===== config.mk =====
export PLATFORM = sky130hd
export DESIGN_NAME = mem_rmw_seq
export DESIGN_NICKNAME = d
export VERILOG_FILES = /design/src/rtl/mem_rmw_seq.sv
export SDC_FILE = /design/constraint.sdc
export NUM_CORES = 1
export LEC_CHECK = 0
export ABC_AREA = 1
export BUFFER_PORTS_ARGS = -buffer_cell sky130_fd_sc_hd__buf_2
export CAP_MARGIN = 40
export CORE_AREA = 2 2 133 135
export CTS_BUF_LIST = sky130_fd_sc_hd__clkbuf_8 sky130_fd_sc_hd__clkbuf_16
export CTS_CLUSTER_SIZE = 40
export DETAILED_ROUTE_END_ITERATION = 10
export DIE_AREA = 0 0 135 137
export HOLD_SLACK_MARGIN = 0.15
export PLACE_DENSITY = 0.76
export SLEW_MARGIN = 25
export SYNTH_ARGS = -nofsm -noshare
export SYNTH_HDL_FRONTEND = slang
export SYNTH_SLANG_ARGS = --single-unit

===== constraint.sdc =====
create_clock -name iCLK -period 1.6 [get_ports iCLK]
set_input_delay 0.24 -clock iCLK [delete_from_list [all_inputs] [get_ports iCLK]]
set_output_delay 0.24 -clock iCLK [all_outputs]
set_load 0.01 [all_outputs]

===== src/rtl/mem_rmw_seq.sv =====
// rtl/mem_rmw_seq.sv - Multi-cycle load/store sequencer with sub-word read-modify-write
module mem_rmw_seq #(
    parameter int ADDR_W = 8,
    parameter int RD_LAT = 1
) (
    input  logic              iCLK,
    input  logic              iRST_N,
    input  logic              iREQ_VALID,
    output logic              oREQ_READY,
    input  logic              iREQ_WE,
    input  logic [2:0]        iREQ_FUNC3,
    input  logic [31:0]       iREQ_ADDR,
    input  logic [31:0]       iREQ_WDATA,
    output logic              oRSP_VALID,
    output logic [31:0]       oRSP_RDATA,
    output logic              oRSP_ERR,
    output logic              oRAM_CE,
    output logic              oRAM_RD,
    output logic              oRAM_WR,
    output logic [ADDR_W-1:0] oRAM_ADDR,
    input  logic [31:0]       iRAM_DATA,
    output logic [31:0]       oRAM_DATA
);

    typedef enum logic [1:0] {
        S_IDLE  = 2'd0,
        S_READ  = 2'd1,
        S_WRITE = 2'd2,
        S_RESP  = 2'd3
    } state_t;

    // The latency counter runs RD_LAT-1 down to 0; zero marks the capture edge.
    localparam logic [1:0] LAT_INIT = 2'(RD_LAT - 1);

    state_t              state_q;
    logic                ready_q;
    logic                ram_ce_q;
    logic                ram_rd_q;
    logic                ram_wr_q;
    logic [ADDR_W-1:0]   ram_addr_q;
    logic [31:0]         ram_wdata_q;
    logic                rsp_valid_q;
    logic                rsp_err_q;
    logic [31:0]         rsp_rdata_q;
    logic [1:0]          lat_q;
    logic                we_q;
    logic [2:0]          func3_q;
    logic [1:0]          lane_q;
    logic [31:0]         wdata_q;

    logic                req_illegal;
    logic                req_misaligned;
    logic                req_is_sw;
    logic                unused_addr_hi;

    // Upper address bits wrap inside the RAM space and are intentionally dropped.
    assign unused_addr_hi = ^iREQ_ADDR[31:ADDR_W+2];

    // Request decode at the accept edge: illegal funct3, misalignment, full-word store.
    always_comb begin
        req_illegal    = 1'b0;
        req_misaligned = 1'b0;
        if (iREQ_WE) begin
            req_illegal = (iREQ_FUNC3 > 3'd2);
        end else begin
            req_illegal = (iREQ_FUNC3 == 3'd3) || (iREQ_FUNC3 == 3'd6) || (iREQ_FUNC3 == 3'd7);
        end
        if (iREQ_FUNC3[1:0] == 2'd1) begin
            req_misaligned = iREQ_ADDR[0];
        end else if (iREQ_FUNC3[1:0] == 2'd2) begin
            req_misaligned = (iREQ_ADDR[1:0] != 2'd0);
        end
        req_is_sw = iREQ_WE && (iREQ_FUNC3 == 3'd2);
    end

    // Merge store data into the word read back from RAM (SB/SH); SW replaces it.
    function automatic logic [31:0] merge_store(input logic [31:0] old_word,
                                                input logic [31:0] wdata,
                                                input logic [2:0]  func3,
                                                input logic [1:0]  lane);
        logic [31:0] word;
        word = old_word;
        case (func3[1:0])
            2'd0:    word[{lane, 3'b000} +: 8] = wdata[7:0];
            2'd1:    begin
                if (lane[1]) begin
                    word[31:16] = wdata[15:0];
                end else begin
                    word[15:0] = wdata[15:0];
                end
            end
            default: word = wdata;
        endcase
        return word;
    endfunction

    // Pick the addressed lane out of the RAM word and sign/zero-extend it.
    function automatic logic [31:0] load_extend(input logic [31:0] word,
                                                input logic [2:0]  func3,
                                                input logic [1:0]  lane);
        logic [7:0]  b;
        logic [15:0] h;
        logic [31:0] result;
        b = word[{lane, 3'b000} +: 8];
        h = lane[1] ? word[31:16] : word[15:0];
        case (func3)
            3'd0:    result = {{24{b[7]}}, b};
            3'd1:    result = {{16{h[15]}}, h};
            3'd4:    result = {24'd0, b};
            3'd5:    result = {16'd0, h};
            default: result = word;
        endcase
        return result;
    endfunction

    // Sequencer FSM; every RAM strobe and response output is a register here.
    always_ff @(posedge iCLK) begin
        if (!iRST_N) begin
            state_q     <= S_IDLE;
            ready_q     <= 1'b0;
            ram_ce_q    <= 1'b0;
            ram_rd_q    <= 1'b0;
            ram_wr_q    <= 1'b0;
            ram_addr_q  <= '0;
            ram_wdata_q <= '0;
            rsp_valid_q <= 1'b0;
            rsp_err_q   <= 1'b0;
            rsp_rdata_q <= '0;
            lat_q       <= '0;
            we_q        <= 1'b0;
            func3_q     <= '0;
            lane_q      <= '0;
            wdata_q     <= '0;
        end else begin
            case (state_q)
                S_IDLE: begin
                    ready_q <= 1'b1;
                    if (iREQ_VALID && ready_q) begin
                        ready_q    <= 1'b0;
                        we_q       <= iREQ_WE;
                        func3_q    <= iREQ_FUNC3;
                        lane_q     <= iREQ_ADDR[1:0];
                        wdata_q    <= iREQ_WDATA;
                        ram_addr_q <= iREQ_ADDR[ADDR_W+1:2];
                        if (req_illegal || req_misaligned) begin
                            state_q     <= S_RESP;
                            rsp_valid_q <= 1'b1;
                            rsp_err_q   <= 1'b1;
                            rsp_rdata_q <= '0;
                        end else if (req_is_sw) begin
                            state_q     <= S_WRITE;
                            ram_ce_q    <= 1'b1;
                            ram_wr_q    <= 1'b1;
                            ram_wdata_q <= iREQ_WDATA;
                        end else begin
                            state_q  <= S_READ;
                            ram_ce_q <= 1'b1;
                            ram_rd_q <= 1'b1;
                            lat_q    <= LAT_INIT;
                        end
                    end
                end
                S_READ: begin
                    if (lat_q == 2'd0) begin
                        ram_rd_q <= 1'b0;
                        if (we_q) begin
                            state_q     <= S_WRITE;
                            ram_wr_q    <= 1'b1;
                            ram_wdata_q <= merge_store(iRAM_DATA, wdata_q, func3_q, lane_q);
                        end else begin
                            state_q     <= S_RESP;
                            ram_ce_q    <= 1'b0;
                            rsp_valid_q <= 1'b1;
                            rsp_err_q   <= 1'b0;
                            rsp_rdata_q <= load_extend(iRAM_DATA, func3_q, lane_q);
                        end
                    end else begin
                        lat_q <= lat_q - 2'd1;
                    end
                end
                S_WRITE: begin
                    state_q     <= S_RESP;
                    ram_ce_q    <= 1'b0;
                    ram_wr_q    <= 1'b0;
                    rsp_valid_q <= 1'b1;
                    rsp_err_q   <= 1'b0;
                    rsp_rdata_q <= '0;
                end
                S_RESP: begin
                    state_q     <= S_IDLE;
                    ready_q     <= 1'b1;
                    rsp_valid_q <= 1'b0;
                    rsp_err_q   <= 1'b0;
                    rsp_rdata_q <= '0;
                end
                default: begin
                    state_q <= S_IDLE;
                end
            endcase
        end
    end

    assign oREQ_READY = ready_q;
    assign oRSP_VALID = rsp_valid_q;
    assign oRSP_RDATA = rsp_rdata_q;
    assign oRSP_ERR   = rsp_err_q;
    assign oRAM_CE    = ram_ce_q;
    assign oRAM_RD    = ram_rd_q;
    assign oRAM_WR    = ram_wr_q;
    assign oRAM_ADDR  = ram_addr_q;
    assign oRAM_DATA  = ram_wdata_q;

endmodule


==> impl_metrics.csv, run 1 <==
group,metric,value,unit
clock_tree,cts_max_path_buffers,2,
global_route,grtUsageTotal,27.30,%
sta,max-slew-margin-rel,72.36,%
global_route,grt_pass1_vias,7577,
synth,synth_top_family_by_area,"simple AND/OR/NAND/NOR gates",
status,run_status,"finished, violations left",
final_layout,stdcell_count,1520,
clock_tree,clkLatencyLatePin,0.42,ns
run,drv_cap,0,
sta,rsz0062_at_grt,"true",
setup_path,setup.worst_path.class,"reg2reg",
setup_path,critPathLaunchType,"flip-flop",
routing,wl_per_cell,17.58,um
synth,synth-seq-cells,120,
routing,wl,26.73,mm
routing,vias_per_cell,5.420,
sta,final.setup.worst_slack,-0.05974,ns
routing,num_vias,8238,
sta,fin_skew,0.01239,ns
synth,syn-cell-area,6674,um^2
hold_path,min_from,"iREQ_WDATA[2]",
synth,synth_cell_types,30,
routing,dr.pass1.iters,5,
final_layout,drive_gt1_share,30.27,%
synth,synth_ff_type,"dfxtp_1",
setup_path,r2r-end,"oRAM_DATA[29]",
synth,syn_avg_cell_area,6.405,um^2
floorplan,start_util,39.13,%
power_and_ir_drop,p_int,11400,uW
setup_path,reg2reg_depth,8,
final_layout,final_nets,1398,
sta,fmax,602.5,MHz
synth,synth_nets,1156,
sta,worst_pin_slew,0.4141,ns
routing,drc,0,
floorplan,io_pins,181,
setup_path,startpoint,"state_q[1]",
synth,yosysMostFrequentCell,"nand2_1",
routing,drtIter0Drc,939,
clock_tree,clk_pin_slew,0.05,ns
power_and_ir_drop,clkPwrFrac,20.0,%
global_route,gr-total-overflow,0,
clock_tree,cts_tree,"built",
place,hpwl,18.43,mm
clock_tree,cts_num_sinks,120,
sta,slew_viol_final,0,
global_route,grt_first_pass_wirelength,39.25,mm
setup_path,required,1.91,ns
floorplan,fp.dieW,135,um
synth,synth_xor_area_share,0,%
clock_tree,cts_root_buf,"clkbuf_16",
clock_tree,cts_htree_levels,4,
hold_path,hold_path_depth,3,
setup_path,endpoint_kind,"flip-flop",
place,place_inst,1431,
hold_path,hold_path.class,"in2reg",
floorplan,core,17060,um^2
routing,drtAntennaViolNets,0,
synth,synth_adder_area_share,2.062,%
synth,synth_top_area_share,36.00,%
power_and_ir_drop,power.density,2013,nW/um^2
setup_path,reg2reg_from,"state_q[1]",
power_and_ir_drop,ir_drop,1.007,mV
synth,synth-simple-area-share,28.03,%
hold_path,hold_end,"wdata_q[2]",
sta,setup_viol,33,
floorplan,dieArea,18500,um^2
synth,synth_area_leaders,"dfxtp_1, a21oi_1, nand2_1",
final_layout,syn2layout_area_growth,47.30,%
final_layout,diodes,0,
synth,yosysTopAreaCell,"dfxtp_1",
synth,syn_inst,1042,
status,violations,"negative setup slack",
power_and_ir_drop,p_leak,0.004418,uW
power_and_ir_drop,sw_frac_of_total,42.41,%
floorplan,row_count,48,
synth,async_reset_ff_share,0,%
clock_tree,cts_made_buffers,17,
sta,hold_ws,0.1642,ns
power_and_ir_drop,power_switching,8394,uW
power_and_ir_drop,seqPwrFrac,22.9,%
floorplan,die_y,137,um
setup_path,critPathArrivalTime,1.97,ns
synth,muxShareOfSynthArea,0,%
synth,yosysWarningCount,0,
place,gp_congestion,1.053,
setup_path,r2r_setup_slack,-0.06,ns
power_and_ir_drop,p_comb_share,57.1,%
setup_path,critPathMaxFanout,20,
sta,period_share,103.7,%
sta,hold_violations,0,
sta,tns,-0.7092,ns
synth,synth-edff-count,0,
sta,layout_min_cycle_time,1.660,ns
synth,synth-seq-area-share,36.00,%
place,port_buffers,158,
final_layout,postLayoutCoreUtil,57.64,%
global_route,antenna_found_initial,0,
synth,synth_common_cells,"nand2_1, a21oi_1, dfxtp_1, o21ai_0, nor2_1",
synth,synth-compound-area-share,24.95,%
global_route,grt_max_degree,46,
==> metal layers <==
| layer | up-vias | part of all wire (%) | wire, um | track usage, % |
|---|---|---|---|---|
| li1 | 3944 | - | - | - |
| met1 | 3794 | 42 | 11100 | 35.68 |
| met2 | 417 | 46 | 12210 | 42.58 |
| met3 | 83 | 8.3 | 2209 | 6.333 |
| met4 | 0 | 4.5 | 1211 | 13.02 |
| met5 | - | 0 | 0 | 0 |
==> sequential cells by signal, summed over array words and instances (netlist names) <==
register and cells:
func3_q 3, lane_q 2, lat_q 2, oRAM_ADDR 8, oRAM_CE 1, oRAM_DATA 32, oRAM_RD 1, oRAM_WR 1
oREQ_READY 1, oRSP_ERR 1, oRSP_RDATA 32, oRSP_VALID 1, state_q 2, wdata_q 32, we_q 1
==> placed cells by master, fill, tap and decap left out, drive strengths merged <==
master,synthesis,layout
a21oi,188,188
a21boi,8,8
bufinv,0,4
clkinv,1,5
nand3,63,63
buf,28,242
nor2,93,93
clkinvlp,0,2
dlygate4sd3,0,40
o21ai,109,109
clkbuf,36,23
o211ai,10,10
nand4,14,14
a31oi,2,2
a211oi,2,2
or2,24,24
a22oi,1,1
inv,83,85
nor3,1,1
ha,11,11
dfxtp,120,120
nand2,248,248
==> power by group through the flow <==
| stage | clock network (uW) | logic [uW] | registers (uW) |
|---|---|---|---|
| finish | 3960 | 11300 | 4540 |
| global route | 4130 | 12200 | 4630 |
| CTS | 4010 | 9880 | 4490 |
| detailed placement | 0 | 8840 | 4490 |
| global placement | 0 | 8730 | 4490 |
| floorplan | 0 | 5120 | 4790 |
==> layout make-up <==
cell class | count | area, um^2
fillers | 1585 | 7226
multi-input cells | 774 | 3981
flip-flops and latches | 120 | 2415
repair buffers | 287 | 2210
clock buffers | 18 | 439.2
inverters | 84 | 342.8
well taps | 225 | 281.5
clock inverters | 12 | 161.4
==> stage by stage <==
stage | total power (uW) | instance area, um^2 | setup WS (ns)
after floorplan | 9914 | 6716 | 0.001853
after global placement | 13220 | 8118 | -0.09478
after detailed placement | 13330 | 8118 | -0.1306
after CTS | 18370 | 9361 | -0.01361
after global routing | 21000 | 9831 | -0.1427
final | 19790 | 9831 | -0.05974
==> worst max path at each step <==
stage	slack, ns	to
finish	-0.06	oRAM_DATA[29]
global route	-0.14	oRAM_DATA[26]
CTS	-0.01	oRAM_DATA[16]
detailed placement	-0.13	oRAM_ADDR[1]
global placement	-0.09	oRAM_ADDR[2]
floorplan	0.002	oRAM_DATA[10]
==> logic make-up (layout without fill, tap and decap cells) <==
logic type	after synthesis	after routing
flip-flops	120	120
AO/OA/AOI/OAI	320	320
buffers and inverters	148	401
AND/OR/NAND/NOR	443	443
adder cells (fa/ha/maj)	11	11
==> worst max-delay path, stage by stage, from the launching register on <==
cell and delay, ns:
dfxtp_2 0.33, inv_4 0.08, ha_4 0.18, inv_4 0.06, buf_12 0.15, a21oi_1 0.26
nand4_1 0.27, nand2_1 0.14, a21oi_1 0.07
==> what timing repair did <==
item | in CTS | in global routing
setup endpoints to repair | 92 | 81
gates resized for setup | 48 | 100
pin swaps | 10 | 26
cloned | 3 | 5
hold buffers | 40 | 0
endpoints found under the hold margin | 47 | 0
setup buffers | 5 | 6
Note: power is estimated with default switching activity, not from simulation.
==> inputs of run 2 (changes only) <==
--- a/config.mk
+++ b/config.mk
@@ -15,6 +15,7 @@
 export DIE_AREA = 0 0 135 137
 export HOLD_SLACK_MARGIN = 0.15
 export PLACE_DENSITY = 0.76
+export SETUP_SLACK_MARGIN = 0.15
 export SLEW_MARGIN = 25
 export SYNTH_ARGS = -nofsm -noshare
 export SYNTH_HDL_FRONTEND = slang
==> run 2 against run 1 <==
Effect of this change: the run still ends with negative setup slack left; die area did not move; largest power group unchanged; global-route usage rose by 0.89 points; cell count up 1.6%; highest routed layer unchanged; critical endpoint is now oRAM_DATA[24]; clock power grew 2%; count of clock-buffer cells in the layout is the same.
==> impl_metrics.csv, run 2 (same netlist as run 1, synthesis figures left out) <==
group,metric,value,unit
status,run_status,"finished, violations left",
status,violations,"negative setup slack",
run,drv_cap,0,
routing,dr.pass1.iters,6,
hold_path,hold_path.class,"in2reg",
global_route,grt_max_degree,41,
routing,wl,28.51,mm
floorplan,core,17060,um^2
setup_path,crit_top_cell,"nand2_1",
sta,fmax,604.7,MHz
clock_tree,cts_htree_levels,4,
global_route,grt_pass1_vias,7470,
floorplan,fp.dieW,135,um
power_and_ir_drop,clkPwrFrac,18.7,%
setup_path,critPathLaunchType,"flip-flop",
sta,final.setup.worst_slack,-0.05360,ns
sta,layout_min_cycle_time,1.654,ns
final_layout,final_common_cell,"nand2_1",
final_layout,stdcell_count,1545,
final_layout,final_nets,1421,
sta,setup_viol,24,
power_and_ir_drop,seqPwrFrac,21.1,%
routing,highest_layer,"met4",
floorplan,die_y,137,um
clock_tree,cts_num_sinks,120,
sta,max-slew-margin-rel,74.77,%
setup_path,cp_num_buf_inv,3,
global_route,grt_first_pass_wirelength,39.92,mm
setup_path,slowest_delay,0.36,ns
routing,met3_wirelength,2.462,mm
power_and_ir_drop,power_switching,9189,uW
power_and_ir_drop,sw_frac_of_total,42.76,%
sta,period_share,103.3,%
place,port_buffers,158,
routing,wl_met1,11.23,mm
floorplan,row_count,48,
floorplan,io_pins,181,
setup_path,cp_cell_sequence,"inv_4, ha_4, nor2_2, inv_2, nand3_4, nor2_4, nand2_4, buf_12, nand2_1, nand2_1, a21oi_2",
clock_tree,cts_root_buf,"clkbuf_16",
global_route,gr-total-overflow,0,
routing,wl_per_cell,18.46,um
final_layout,mostFrequentLayoutCells,"nand2_1, buf_2, a21oi_1",
place,gp_congestion,1.007,
floorplan,dieArea,18500,um^2
clock_tree,cts_max_path_buffers,2,
power_and_ir_drop,p_int,12300,uW
setup_path,setup.worst_path.class,"reg2reg",
routing,drtIter0Drc,1222,
setup_path,critPathMaxFanout,22,
routing,vias_per_cell,5.560,
routing,wl_met2,13.70,mm
final_layout,syn2layout_area_growth,56.41,%
setup_path,critPathArrivalTime,2.01,ns
setup_path,endpoint_kind,"flip-flop",
global_route,grtUsageTotal,28.19,%
sta,worst_pin_slew,0.3780,ns
global_route,antenna_found_initial,0,
power_and_ir_drop,ir_drop,1.231,mV
sta,slew_viol_final,0,
final_layout,diodes,0,
place,place_inst,1430,
clock_tree,clk_pin_slew,0.06,ns
power_and_ir_drop,p_leak,0.004680,uW
place,hpwl,18.40,mm
setup_path,required,1.95,ns
clock_tree,clkLatencyLatePin,0.43,ns
routing,drc,0,
clock_tree,cts_made_buffers,17,
setup_path,crit_slowest_cell,"dfxtp_4",
floorplan,start_util,39.13,%
clock_tree,cts_tree,"built",
sta,hold_ws,0.1330,ns
sta,fin_skew,0.009140,ns
final_layout,drive_gt1_share,34.55,%
sta,hold_violations,0,
power_and_ir_drop,p_comb_share,60.2,%
final_layout,num-fill-cells,1472,
setup_path,critical-path-top-delay-family,"simple AND/OR/NAND/NOR gates",
power_and_ir_drop,power.density,2059,nW/um^2
sta,rsz0062_at_grt,"true",
routing,num_vias,8590,
routing,drtAntennaViolNets,0,
run 2: changes by cell type in the layout (fill, tap and decap cells not counted), sizes merged:
cell,delta
dlygate4sd3,+3
clkbuf,+7
inv,+3
clkinvlp,-1
bufbuf,+1
buf,+12
run 2: area by class of cell:
cell class	instances	area [um^2]	area share (%)
Multi-Input combinational cell	774	4210	40.33
Tap cell	225	281.5	2.697
Sequential cell	120	2416	23.15
Clock buffer	18	439.2	4.207
Timing Repair Buffer	310	2572	24.64
Inverter	84	352.8	3.380
Clock inverter	14	166.4	1.594
run 2: power groups by stage:
stage                     clock network [uW]  logic, uW  registers [uW]
after detailed placement                   0       8990            4510
after CTS                               4030      10400            4490
after global routing                    4170      13700            4640
after floorplan                            0       5310            4810
final                                   4020      12900            4540
after global placement                     0       8860            4500
run 2: path summary, 6_finish.rpt:
| check | from | end | slack, ns | depth (start not counted) |
|---|---|---|---|---|
| hold / removal | iREQ_FUNC3[2] | func3_q[2] | 0.13 | 3 |
| setup reg to reg | state_q[0] | oRAM_DATA[24] | -0.05 | 11 |
| setup / recovery | state_q[0] | oRAM_DATA[24] | -0.05 | 11 |
| hold reg to reg | wdata_q[23] | wdata_q[23] | 0.46 | 2 |
run 2: worst min-delay path, delay by kind of cell:
family | cells | cell delay (ns)
compound gates | 2 | 0.17
buf+inv | 1 | 0.12
run 2: layer usage:
layer  global-route usage (%)  up-vias
li1                         -     3996
met1                    36.33     3988
met2                    45.88      520
met3                    5.148       86
met4                    13.02        0
met5                        0        -
run 2: stage by stage:
stage | setup TNS, ns | area (um^2) | power [uW] | utilization [%] | setup WS [ns]
2_1_floorplan | 0 | 6794 | 10120 | - | 0.08271
3_3_place_gp | -0.1714 | 8215 | 13360 | 48.17 | -0.06270
3_5_place_dp | -1.435 | 8215 | 13510 | 48.17 | -0.08559
4_1_cts | 0 | 9624 | 18910 | 56.43 | 0.009643
5_1_grt | -3.500 | 10440 | 22540 | 61.20 | -0.1421
6_report | -0.3883 | 10440 | 21490 | 61.20 | -0.05360
run 2: timing repair:
item                                    4_1_cts  5_1_grt
endpoints found under the hold margin        50        0
endpoints found under the setup margin      108      118
resized for setup                            61      156
pin swaps                                    12       16
hold buffers                                 43        0
buffers inserted                             10       13
gates cloned                                  4       13
==> inputs of run 3 (changes only) <==
--- a/config.mk
+++ b/config.mk
@@ -16,6 +16,7 @@
 export HOLD_SLACK_MARGIN = 0.15
 export PLACE_DENSITY = 0.76
 export SETUP_SLACK_MARGIN = 0.15
+export SKIP_LAST_GASP = 1
 export SLEW_MARGIN = 25
 export SYNTH_ARGS = -nofsm -noshare
 export SYNTH_HDL_FRONTEND = slang
==> run 3 against run 2 <==
Effect of this change: the flow still finishes with violations (negative setup slack); clock power about the same; via count decreased by 0.34%; sequential share of layout area increased by 0.18 points; largest power group unchanged; critical path type unchanged; maximum frequency decreased by 0.44%; clock skew decreased by 0.00058 ns; combinational power about the same; global-route usage unchanged; final area decreased by 0.79%; register-to-register slack about the same; sequential power about the same; count of clock-buffer cells in the layout unchanged; setup slack got worse by 0.0073 ns.
==> impl_metrics.csv, run 3 (same netlist as run 1, synthesis figures left out) <==
group,metric,value,unit
global_route,gr-total-overflow,0,
routing,dr.pass1.iters,7,
setup_path,slowest_delay,0.36,ns
floorplan,fp.dieW,135,um
global_route,grt_first_pass_wirelength,39.92,mm
run,drv_cap,0,
place,place_area,8215,um^2
global_route,grt_util_met1,36.33,%
hold_path,hold_path.class,"in2reg",
place,dpl_worst_slack,-0.08559,ns
final_layout,final_nets,1421,
setup_path,required,1.96,ns
power_and_ir_drop,p_comb_share,59.8,%
power_and_ir_drop,p_leak,0.004677,uW
final_layout,num-fill-cells,1478,
power_and_ir_drop,clkPwrFrac,18.9,%
floorplan,start_util,39.13,%
clock_tree,cts_max_path_buffers,2,
final_layout,mostFrequentLayoutCells,"nand2_1, a21oi_1, buf_2",
place,port_buffers,158,
routing,num_vias,8561,
setup_path,r2r_setup_slack,-0.06,ns
power_and_ir_drop,power_switching,9050,uW
place,hpwl,18.40,mm
power_and_ir_drop,sw_frac_of_total,42.53,%
global_route,grt.busiest_layer,"met2",
final_layout,final_common_cell,"nand2_1",
power_and_ir_drop,power.density,2055,nW/um^2
clock_tree,clk_pin_slew,0.06,ns
final_layout,diodes,0,
routing,wl_per_cell,18.44,um
setup_path,cp_cell_sequence,"inv_4, ha_4, nor2_2, inv_2, nand3_4, nor2_4, nand2_4, buf_12, nand2_1, nand2_1, a21oi_1",
global_route,use_met2,45.88,%
clock_tree,cts_made_buffers,17,
setup_path,crit_top_cell,"nand2_1",
final_layout,post-route-cell-area,10360,um^2
setup_path,cp_num_buf_inv,3,
global_route,grt_use_met3,5.148,%
clock_tree,clkLatencyLatePin,0.43,ns
setup_path,critical-path-top-delay-family,"simple AND/OR/NAND/NOR gates",
floorplan,io_pins,181,
setup_path,critPathMaxFanout,22,
sta,final.setup.worst_slack,-0.06094,ns
global_route,grt_pass1_vias,7470,
floorplan,die_y,137,um
sta,fin_skew,0.008563,ns
floorplan,dieArea,18500,um^2
routing,drtIter0Drc,1127,
clock_tree,cts_htree_levels,4,
sta,rsz0062_at_grt,"true",
setup_path,setup.worst_path.class,"reg2reg",
final_layout,drive_gt1_share,33.03,%
setup_path,critPathArrivalTime,2.02,ns
setup_path,crit_slowest_cell,"dfxtp_4",
power_and_ir_drop,p_int,12230,uW
sta,period_share,103.8,%
status,violations,"negative setup slack",
routing,vias_per_cell,5.541,
sta,worst_pin_slew,0.3735,ns
sta,fmax,602.1,MHz
clock_tree,cts_root_buf,"clkbuf_16",
global_route,grtUsageTotal,28.19,%
global_route,grt_max_degree,41,
sta,layout_min_cycle_time,1.661,ns
global_route,antenna_found_initial,0,
floorplan,row_count,48,
floorplan,core,17060,um^2
power_and_ir_drop,seqPwrFrac,21.3,%
setup_path,critPathLaunchType,"flip-flop",
place,gp_congestion,1.007,
sta,max-slew-margin-rel,75.06,%
routing,drc,0,
routing,wl,28.49,mm
status,run_status,"finished, violations left",
sta,slew_viol_final,0,
routing,drtAntennaViolNets,0,
power_and_ir_drop,ir_drop,1.239,mV
clock_tree,cts_num_sinks,120,
clock_tree,cts_tree,"built",
sta,hold_violations,0,
final_layout,syn2layout_area_growth,55.17,%
sta,setup_viol,26,
setup_path,endpoint_kind,"flip-flop",
-- run 3: changes by cell type in the layout (fill, tap and decap cells not counted), moves of 3 or more --
| cell | previous run | this run |
|---|---|---|
| a21oi_1 | 148 | 161 |
| a21oi_2 | 35 | 22 |
| nor2_1 | 77 | 82 |
| nor2_2 | 10 | 5 |
| o21ai_0 | 61 | 66 |
| o21ai_1 | 34 | 31 |
-- run 3: what timing repair did --
item                                    in CTS  in global routing
endpoints found under the setup margin     108                118
pin swaps                                   12                 15
endpoints found under the hold margin       50                  0
hold buffers                                43                  0
cloned                                       4                 13
resized for setup                           61                128
buffers inserted                            10                 13
-- run 3: layout make-up --
type	instances	area, um^2	share of cell area, %
Multi-Input combinational cell	774	4134	39.92
Timing Repair Buffer	310	2569	24.80
Sequential cell	120	2416	23.33
Clock buffer	18	439.2	4.241
Inverter	84	350.3	3.383
Tap cell	225	281.5	2.718
Clock inverter	14	166.4	1.607
-- run 3: worst paths after layout --
kind,start,to,depth (start not counted)
min,iREQ_FUNC3[2],func3_q[2],3
min reg2reg,wdata_q[23],wdata_q[23],2
max,state_q[0],oRAM_DATA[10],11
max reg2reg,state_q[0],oRAM_DATA[10],11
-- run 3: power by group through the flow --
stage / Clock [uW] / Sequential [uW] / Combinational (uW)
finish: 4020 / 4530 / 12700
global route: 4160 / 4630 / 13600
CTS: 4030 / 4490 / 10400
detailed placement: 0 / 4510 / 8990
global placement: 0 / 4500 / 8860
floorplan: 0 / 4810 / 5310
-- run 3: routing by layer --
layer  wire (um)  vias to the layer above  part of all wire (%)
met2       13700                      510                    48
met3        2492                       80                   8.7
met4        1083                        0                   3.8
met1       11210                     3973                    39
met5           0                        -                     0
li1            -                     3998                     -
-- run 3: worst register-to-register path, delay by kind of cell, from the launching register on --
family	cells	cell delay, ns
simple gates	6	0.55
buf+inv	3	0.33
compound gates	1	0.13
fa+ha+maj	1	0.21
flops	1	0.36
-- run 3: per-stage QoR --
| step | instances | setup TNS (ns) | total power [uW] | hold WS [ns] | utilization (%) |
|---|---|---|---|---|---|
| finish | 1545 | -0.4910 | 21280 | 0.1383 | 60.72 |
| global route | 1545 | -3.575 | 22340 | 0.1577 | 60.72 |
| floorplan | 1042 | 0 | 10120 | 0.4075 | - |
| global placement | 1430 | -0.1714 | 13360 | 0.4453 | 48.17 |
| CTS | 1519 | 0 | 18910 | 0.1539 | 56.43 |
| detailed placement | 1430 | -1.435 | 13510 | 0.4515 | 48.17 |
